File: src/rtl/matmul_host_sequencer_pkg.sv
// matmul_host_sequencer_pkg: shared state encoding and default widths for the matmul host sequencer.
package matmul_host_sequencer_pkg;
  localparam int DWIDTH_DEF  = 16;
  localparam int BB_SIZE_DEF = 4;
  localparam int AWIDTH_DEF  = 7;
  localparam int WORD_W      = DWIDTH_DEF * BB_SIZE_DEF;
  typedef enum logic [2:0] {IDLE, LOAD_A, LOAD_B, WR_DRAIN, COMPUTE, READ_C, RD_DRAIN} state_t;
endpackage

File: src/rtl/matmul_host_sequencer_delay_line.sv
// seq_delay_line: DEPTH-stage shift register; o_q is i_d delayed by exactly DEPTH cycles.
module seq_delay_line #(
  parameter int DEPTH = 2,
  parameter int WIDTH = 1
) (
  input  logic             clk,
  input  logic             rst,
  input  logic [WIDTH-1:0] i_d,
  output logic [WIDTH-1:0] o_q
);
  logic [DEPTH-1:0][WIDTH-1:0] r_sr;
  always_ff @(posedge clk or posedge rst)
    if (rst) r_sr <= '0;
    else begin
      r_sr[0] <= i_d;
      for (int i = 1; i < DEPTH; i++) r_sr[i] <= r_sr[i-1];
    end
  assign o_q = r_sr[DEPTH-1];
endmodule

File: src/rtl/matmul_host_sequencer.sv
// matmul_host_sequencer: loads A/B words into the matmul wrapper BRAMs, runs the multiply, streams C back.
// Define MATMUL_SEQ_TIMEOUT_EN to add a COMPUTE watchdog and the timeout_err output.
module matmul_host_sequencer
  import matmul_host_sequencer_pkg::*;
#(
  parameter int DWIDTH         = DWIDTH_DEF,
  parameter int BB_SIZE        = BB_SIZE_DEF,
  parameter int AWIDTH         = AWIDTH_DEF,
  parameter int A_WORDS        = 8,
  parameter int B_WORDS        = 8,
  parameter int C_WORDS        = 8,
  parameter int WR_ADDR_LAG    = 2,
  parameter int RD_LATENCY     = 8,
  parameter int TIMEOUT_CYCLES = 4096,
  localparam int W             = BB_SIZE * DWIDTH
) (
  input  logic              clk,
  input  logic              reset_0,
  input  logic              cmd_start,
  input  logic              in_valid,
  output logic              in_ready,
  input  logic [W-1:0]      in_data,
  output logic [W-1:0]      data_pi,
  output logic [AWIDTH-1:0] addr_pi,
  output logic              we_a,
  output logic              we_b,
  output logic              we_c,
  output logic              enable_writing_to_mem,
  output logic              enable_reading_from_mem,
  output logic              start_mat_mul_0,
  input  logic              done_mat_mul,
  input  logic [W-1:0]      data_from_out_mat,
  output logic              out_valid,
  output logic [W-1:0]      out_data,
  output logic              busy,
  output logic              job_done
`ifdef MATMUL_SEQ_TIMEOUT_EN
  ,
  output logic              timeout_err
`endif
);
  state_t r_state, w_next;
  logic [AWIDTH-1:0] r_cnt, r_addr, r_ocnt;
  logic [W-1:0] r_out_data;
  logic r_out_valid, r_job_done;
  logic w_hs, w_issue, w_rd_tail, w_last_out, w_to;

  assign in_ready                = r_state == LOAD_A || r_state == LOAD_B;
  assign enable_writing_to_mem   = in_ready || r_state == WR_DRAIN;
  assign enable_reading_from_mem = r_state == READ_C || r_state == RD_DRAIN;
  assign start_mat_mul_0         = r_state == COMPUTE;
  assign we_c                    = r_state == COMPUTE;
  assign busy                    = r_state != IDLE;
  assign w_hs                    = in_valid && in_ready;
  assign w_issue                 = w_hs || r_state == READ_C;
  // addr_pi shows the live counter only while an address is being issued, otherwise it holds the last one
  assign addr_pi                 = w_issue ? r_cnt : r_addr;
  assign w_last_out              = w_rd_tail && r_ocnt == AWIDTH'(C_WORDS - 1);
  assign out_valid               = r_out_valid;
  assign out_data                = r_out_data;
  assign job_done                = r_job_done;

  seq_delay_line #(.DEPTH(WR_ADDR_LAG), .WIDTH(W + 2)) u_wr_lag (
    .clk (clk),
    .rst (reset_0),
    .i_d ({{W{w_hs}} & in_data, w_hs && r_state == LOAD_A, w_hs && r_state == LOAD_B}),
    .o_q ({data_pi, we_a, we_b})
  );

  seq_delay_line #(.DEPTH(RD_LATENCY), .WIDTH(1)) u_rd_valid (
    .clk (clk),
    .rst (reset_0),
    .i_d (r_state == READ_C),
    .o_q (w_rd_tail)
  );

  always_comb begin
    w_next = r_state;
    case (r_state)
      IDLE:     w_next = cmd_start ? LOAD_A : IDLE;
      LOAD_A:   w_next = (w_hs && r_cnt == AWIDTH'(A_WORDS - 1)) ? LOAD_B : LOAD_A;
      LOAD_B:   w_next = (w_hs && r_cnt == AWIDTH'(B_WORDS - 1)) ? WR_DRAIN : LOAD_B;
      WR_DRAIN: w_next = r_cnt == AWIDTH'(WR_ADDR_LAG - 1) ? COMPUTE : WR_DRAIN;
      COMPUTE:  w_next = done_mat_mul ? READ_C : w_to ? IDLE : COMPUTE;
      READ_C:   w_next = r_cnt == AWIDTH'(C_WORDS - 1) ? RD_DRAIN : READ_C;
      RD_DRAIN: w_next = w_last_out ? IDLE : RD_DRAIN;
      default:  w_next = IDLE;
    endcase
  end

  always_ff @(posedge clk or posedge reset_0)
    if (reset_0) begin
      r_state     <= IDLE;
      r_cnt       <= '0;
      r_addr      <= '0;
      r_ocnt      <= '0;
      r_out_valid <= 1'b0;
      r_out_data  <= '0;
      r_job_done  <= 1'b0;
    end else begin
      r_state     <= w_next;
      r_cnt       <= (w_next != r_state) ? '0 : (w_issue || r_state == WR_DRAIN) ? r_cnt + AWIDTH'(1) : r_cnt;
      r_addr      <= w_issue ? r_cnt : r_addr;
      r_ocnt      <= w_last_out ? '0 : r_ocnt + AWIDTH'(w_rd_tail);
      r_out_valid <= w_rd_tail;
      r_out_data  <= w_rd_tail ? data_from_out_mat : r_out_data;
      r_job_done  <= w_last_out;
    end

`ifdef MATMUL_SEQ_TIMEOUT_EN
  localparam int TW = $clog2(TIMEOUT_CYCLES + 1);
  logic [TW-1:0] r_tcnt;
  logic r_timeout_err;
  assign w_to        = r_state == COMPUTE && r_tcnt == TW'(TIMEOUT_CYCLES - 1);
  assign timeout_err = r_timeout_err;
  always_ff @(posedge clk or posedge reset_0)
    if (reset_0) begin
      r_tcnt        <= '0;
      r_timeout_err <= 1'b0;
    end else begin
      r_tcnt        <= r_state == COMPUTE ? r_tcnt + TW'(1) : '0;
      r_timeout_err <= (r_state == IDLE && cmd_start) ? 1'b0 : (w_to && !done_mat_mul) ? 1'b1 : r_timeout_err;
    end
`else
  assign w_to = 1'b0;
`endif
endmodule

File: config.mk
export PLATFORM = sky130hd
export DESIGN_NAME = matmul_host_sequencer
export DESIGN_NICKNAME = d
export VERILOG_FILES = /design/src/rtl/matmul_host_sequencer_pkg.sv /design/src/rtl/matmul_host_sequencer_delay_line.sv /design/src/rtl/matmul_host_sequencer.sv
export SDC_FILE = /design/constraint.sdc
export NUM_CORES = 1
export LEC_CHECK = 0
export BUFFER_PORTS_ARGS = -buffer_cell sky130_fd_sc_hd__buf_2
export CAP_MARGIN = 30
export CELL_PAD_IN_SITES_DETAIL_PLACEMENT = 1
export CELL_PAD_IN_SITES_GLOBAL_PLACEMENT = 1
export CORE_AREA = 10 10 112 215
export CTS_CLUSTER_SIZE = 10
export DETAILED_ROUTE_END_ITERATION = 16
export DIE_AREA = 0 0 122 225
export GPL_TIMING_DRIVEN = 0
export PLACE_DENSITY = 0.85
export SLEW_MARGIN = 10
export SYNTH_ARGS = -nofsm -noshare
export SYNTH_HDL_FRONTEND = slang
export SYNTH_SLANG_ARGS = --single-unit
File: constraint.sdc
create_clock -name clk -period 8 [get_ports clk]
set_input_delay 0.4 -clock clk [delete_from_list [all_inputs] [get_ports clk]]
set_output_delay 0.4 -clock clk [all_outputs]
set_load 0.01 [all_outputs]
==> impl_metrics.toml <==
[run_status]
status = "complete, but fails checks"
violations = "hold timing"

[clocking]
clkSinkCount = 230
cts_made_buffers = 26
clockBufferDepth = 3
insertion_delay_ps = 520
cts_setup_buffers = 0
cts_tree = "built"
ctsHoldBuffers = 0
clk_pin_slew_worst_paths_ps = 60
cts.repair.resized = 0
cts-root-buf = "clkbuf_16"
cts_htree_levels = 1

[pwr]
p_clk_frac = 0.270
swShare = 0.2989
p_int_mw = 2.595
powerDensity_nw_per_um2 = 350.7
combPwrFrac = 0.281
p_leak_nw = 5.774
ir_drop_mv = 0.2027
seqPwrFrac = 0.449
switching_power_mw = 1.107

[global_routing]
grt_pass1_wl_um = 32920
track_usage = 0.1529
grt.overflow.total = 0
grt_pass1_vias = 5821
grt_max_degree = 126
antenna_found_initial = 4

[yosys]
synth_cell_types = 36
yosys_warnings = 0
synth_top_family_by_area = "multiplexers"
synth-xor-area-share = 0.01294
synthCells = 538
synth-compound-area-share = 0.01063
synth_adder_area_share = 0.006161
ys_ff_latch = 230
syn-cell-area_um2 = 8123
synthMuxAreaShare = 0.09966
postSynthAreaPerCell_um2 = 15.10
synthSimpleGateAreaFrac = 0.09057
syn_nets = 675
seq_area_frac_synth = 0.7086

[route]
drc_errors = 0
ant_nets = 0
avgViaCountPerCell = 4.628
wl_um = 21880
vias = 5146
first_pass_iters = 4
post_drt_wl_per_cell_um = 19.67
drt_iter0_drc = 198

[timing]
slew_headroom = 0.4264
rsz0062_at_grt = "false"
min_period_ps = 2703
whs_ps = -31.66
tightest_slew_ps = 857.3
setup_tns_ps = 0
drv_slew = 0
clock_skew_ps = 12.70
setup_viol_count_final = 0
fin_crit_sh = 0.3378
setup_ws_ps = 5297
max_freq_mhz = 370.0
final-hold-violation-count = 8

[finish]
fin_cells = 1112
design_area_um2 = 10560
drive_above_1_share = 0.5421
fill_cells = 2190
nNetsFinal = 981
antenna_cells = 0
syn_to_final_growth_pct = 29.96

[critical_path]
path_cells = "buf_2 -> inv_1 -> nand3_1 -> o21ai_2 -> mux2_2 -> buf_2"
slowest_stage = "dfrtp_1"
critPathMaxFanout = 10
critPathKind = "reg2out"
path_depth = 6
crit_path_start_kind = "flop"
reg2reg_slack_ps = 5870
reg2reg_from = "r_state[0]$_DFF_PP0_"
r2r_cells = 5
crit_family = "buffers and inverters"
critPathLaunch = "r_state[2]$_DFF_PP0_"
timing.critical_path.mode_cell = "buf_2"
end_kind = "primary output"
worst-path-buf-inv = 3
rr_endpoint = "u_wr_lag.r_sr[62]$_DFF_PP0_"
arrival_ps = 2300
endpoint = "addr_pi[4]"
slowest_delay_ps = 440
cp.required_ps = 7600

[floorplan]
die_w_um = 122
initial_utilization = 0.3917
rows = 75
core_area_um2 = 20740
die_height_um = 225
ios = 278
die_area_um2 = 27450

[job]
maxCapViolations = 0

[place]
placedCellCount = 1085
place_area_um2 = 9881
portBuffers = 277
dp_hpwl_um = 16930
place_ws_ps = 5828
gp_congestion = 0.9280

[hold_path]
min_path_type = "in2async"
==> layer usage <==
metal,vias up,GRT usage,share of wire
met1,2532,0.1523,0.35
met4,8,0.04484,0.020
met2,280,0.2596,0.48
met3,36,0.09034,0.15
li1,2290,-,-
met5,-,0,0.0028
==> logic make-up after synthesis <==
| logic type | Yosys count |
|---|---|
| AND/OR/NAND/NOR | 123 |
| flip-flops | 230 |
| multiplexers | 72 |
| AO/OA/AOI/OAI | 11 |
| adder cells (fa/ha/maj) | 4 |
| XOR/XNOR | 12 |
| buffers and inverters | 86 |
==> cell usage after synthesis, drive strengths merged <==
| library cell | instances | share of area |
|---|---|---|
| dfrtp | 230 | 0.71 |
| buf | 75 | 0.066 |
| mux2 | 71 | 0.098 |
| and2 | 65 | 0.050 |
| nor2 | 17 | 0.0079 |
| nand3 | 9 | 0.0062 |
| clkbuf | 7 | 0.0032 |
| nand2 | 7 | 0.0032 |
| nor3 | 6 | 0.0037 |
| xnor2 | 6 | 0.0065 |
| xor2 | 6 | 0.0065 |
| ha | 4 | 0.0062 |
| inv | 4 | 0.0018 |
| nand2b | 4 | 0.0031 |
| nor2b | 3 | 0.0023 |
| a21oi | 2 | 0.0012 |
| and3 | 2 | 0.0015 |
| nand3b | 2 | 0.0018 |
| nand4 | 2 | 0.0015 |
| nor4 | 2 | 0.0052 |
| o21ai | 2 | 0.0017 |
| o31ai | 2 | 0.0018 |
| a2111oi | 1 | 0.0011 |
| a211oi | 1 | 0.0015 |
| a221o | 1 | 0.0012 |
| a311o | 1 | 0.0012 |
| a31oi | 1 | 0.00077 |
| and4 | 1 | 0.0012 |
| mux2i | 1 | 0.0012 |
| nand4b | 1 | 0.0011 |
| nor3b | 1 | 0.00092 |
| or3 | 1 | 0.00077 |
==> power by group through the flow <==
stage                     sequential (mW)  clock (mW)  combinational (mW)
after global routing                 1.70        1.08                1.15
after detailed placement             1.68           0                1.06
after global placement               1.66           0                1.01
after CTS                            1.67        1.03                1.07
final                                1.66       0.998                1.04
after floorplan                      1.70           0               0.553
==> cell usage in the layout, fill, tap and decap left out, types with 2 or more instances in the layout <==
cell,Yosys,final
buf_2,8,285
dfrtp_1,230,230
mux2_2,71,71
buf_4,66,66
and2_1,65,65
clkbuf_16,0,27
nor2_1,17,17
nand3_1,8,8
nand2_1,7,7
clkbuf_1,7,7
xnor2_1,6,6
nor3_1,6,6
xor2_1,6,6
nand2b_1,4,4
ha_1,4,4
inv_1,4,3
nor2b_1,3,3
nor4_4,2,2
nand3b_1,2,2
o31ai_1,2,2
and3_1,2,2
a21oi_1,2,2
nand4_1,2,2
==> stage by stage <==
step                      utilization  total power, mW  hold WS [ps]
after floorplan                     -            2.254         331.2
after global placement         0.4748            2.672         331.5
after detailed placement       0.4764            2.742         335.6
after CTS                      0.5090            3.769         30.50
after global routing           0.5090            3.925         35.08
final                          0.5090            3.702        -31.66
==> worst min-delay path by stage <==
stage | endpoint | startpoint | slack, ps | depth (start not counted)
floorplan | u_rd_valid.o_q$_DFF_PP0_ | u_rd_valid.r_sr[6]$_DFF_PP0_ | 330 | 0
CTS | out_data[53]$_DFFE_PP0P_ | reset_0 | 30 | 2
global placement | u_wr_lag.o_q[26]$_DFF_PP0_ | u_wr_lag.r_sr[26]$_DFF_PP0_ | 330 | 0
finish | out_data[53]$_DFFE_PP0P_ | reset_0 | -30 | 2
detailed placement | u_wr_lag.o_q[20]$_DFF_PP0_ | u_wr_lag.r_sr[20]$_DFF_PP0_ | 340 | 0
global route | out_data[53]$_DFFE_PP0P_ | reset_0 | 40 | 2
==> registers in the layout, summed over array words and instances, names as in the netlist, 3 cells and up <==
signal and cells:
u_wr_lag.o_q 66, r_addr 7, r_ocnt 7, r_state 3, out_data 64, u_wr_lag.r_sr 66
r_cnt 7, u_rd_valid.r_sr 7
==> area by class of cell <==
class                   count  area (um2)  area share
well taps                 269       336.6     0.03188
plain buffers              82       565.5     0.05357
repair buffers            278        1414      0.1339
inverters                   4       22.52    0.002133
flip-flops and latches    230        5756      0.5452
clock buffers              27       675.6     0.06400
multi-input cells         222        1787      0.1693
Power figures use the tool's default switching activity.
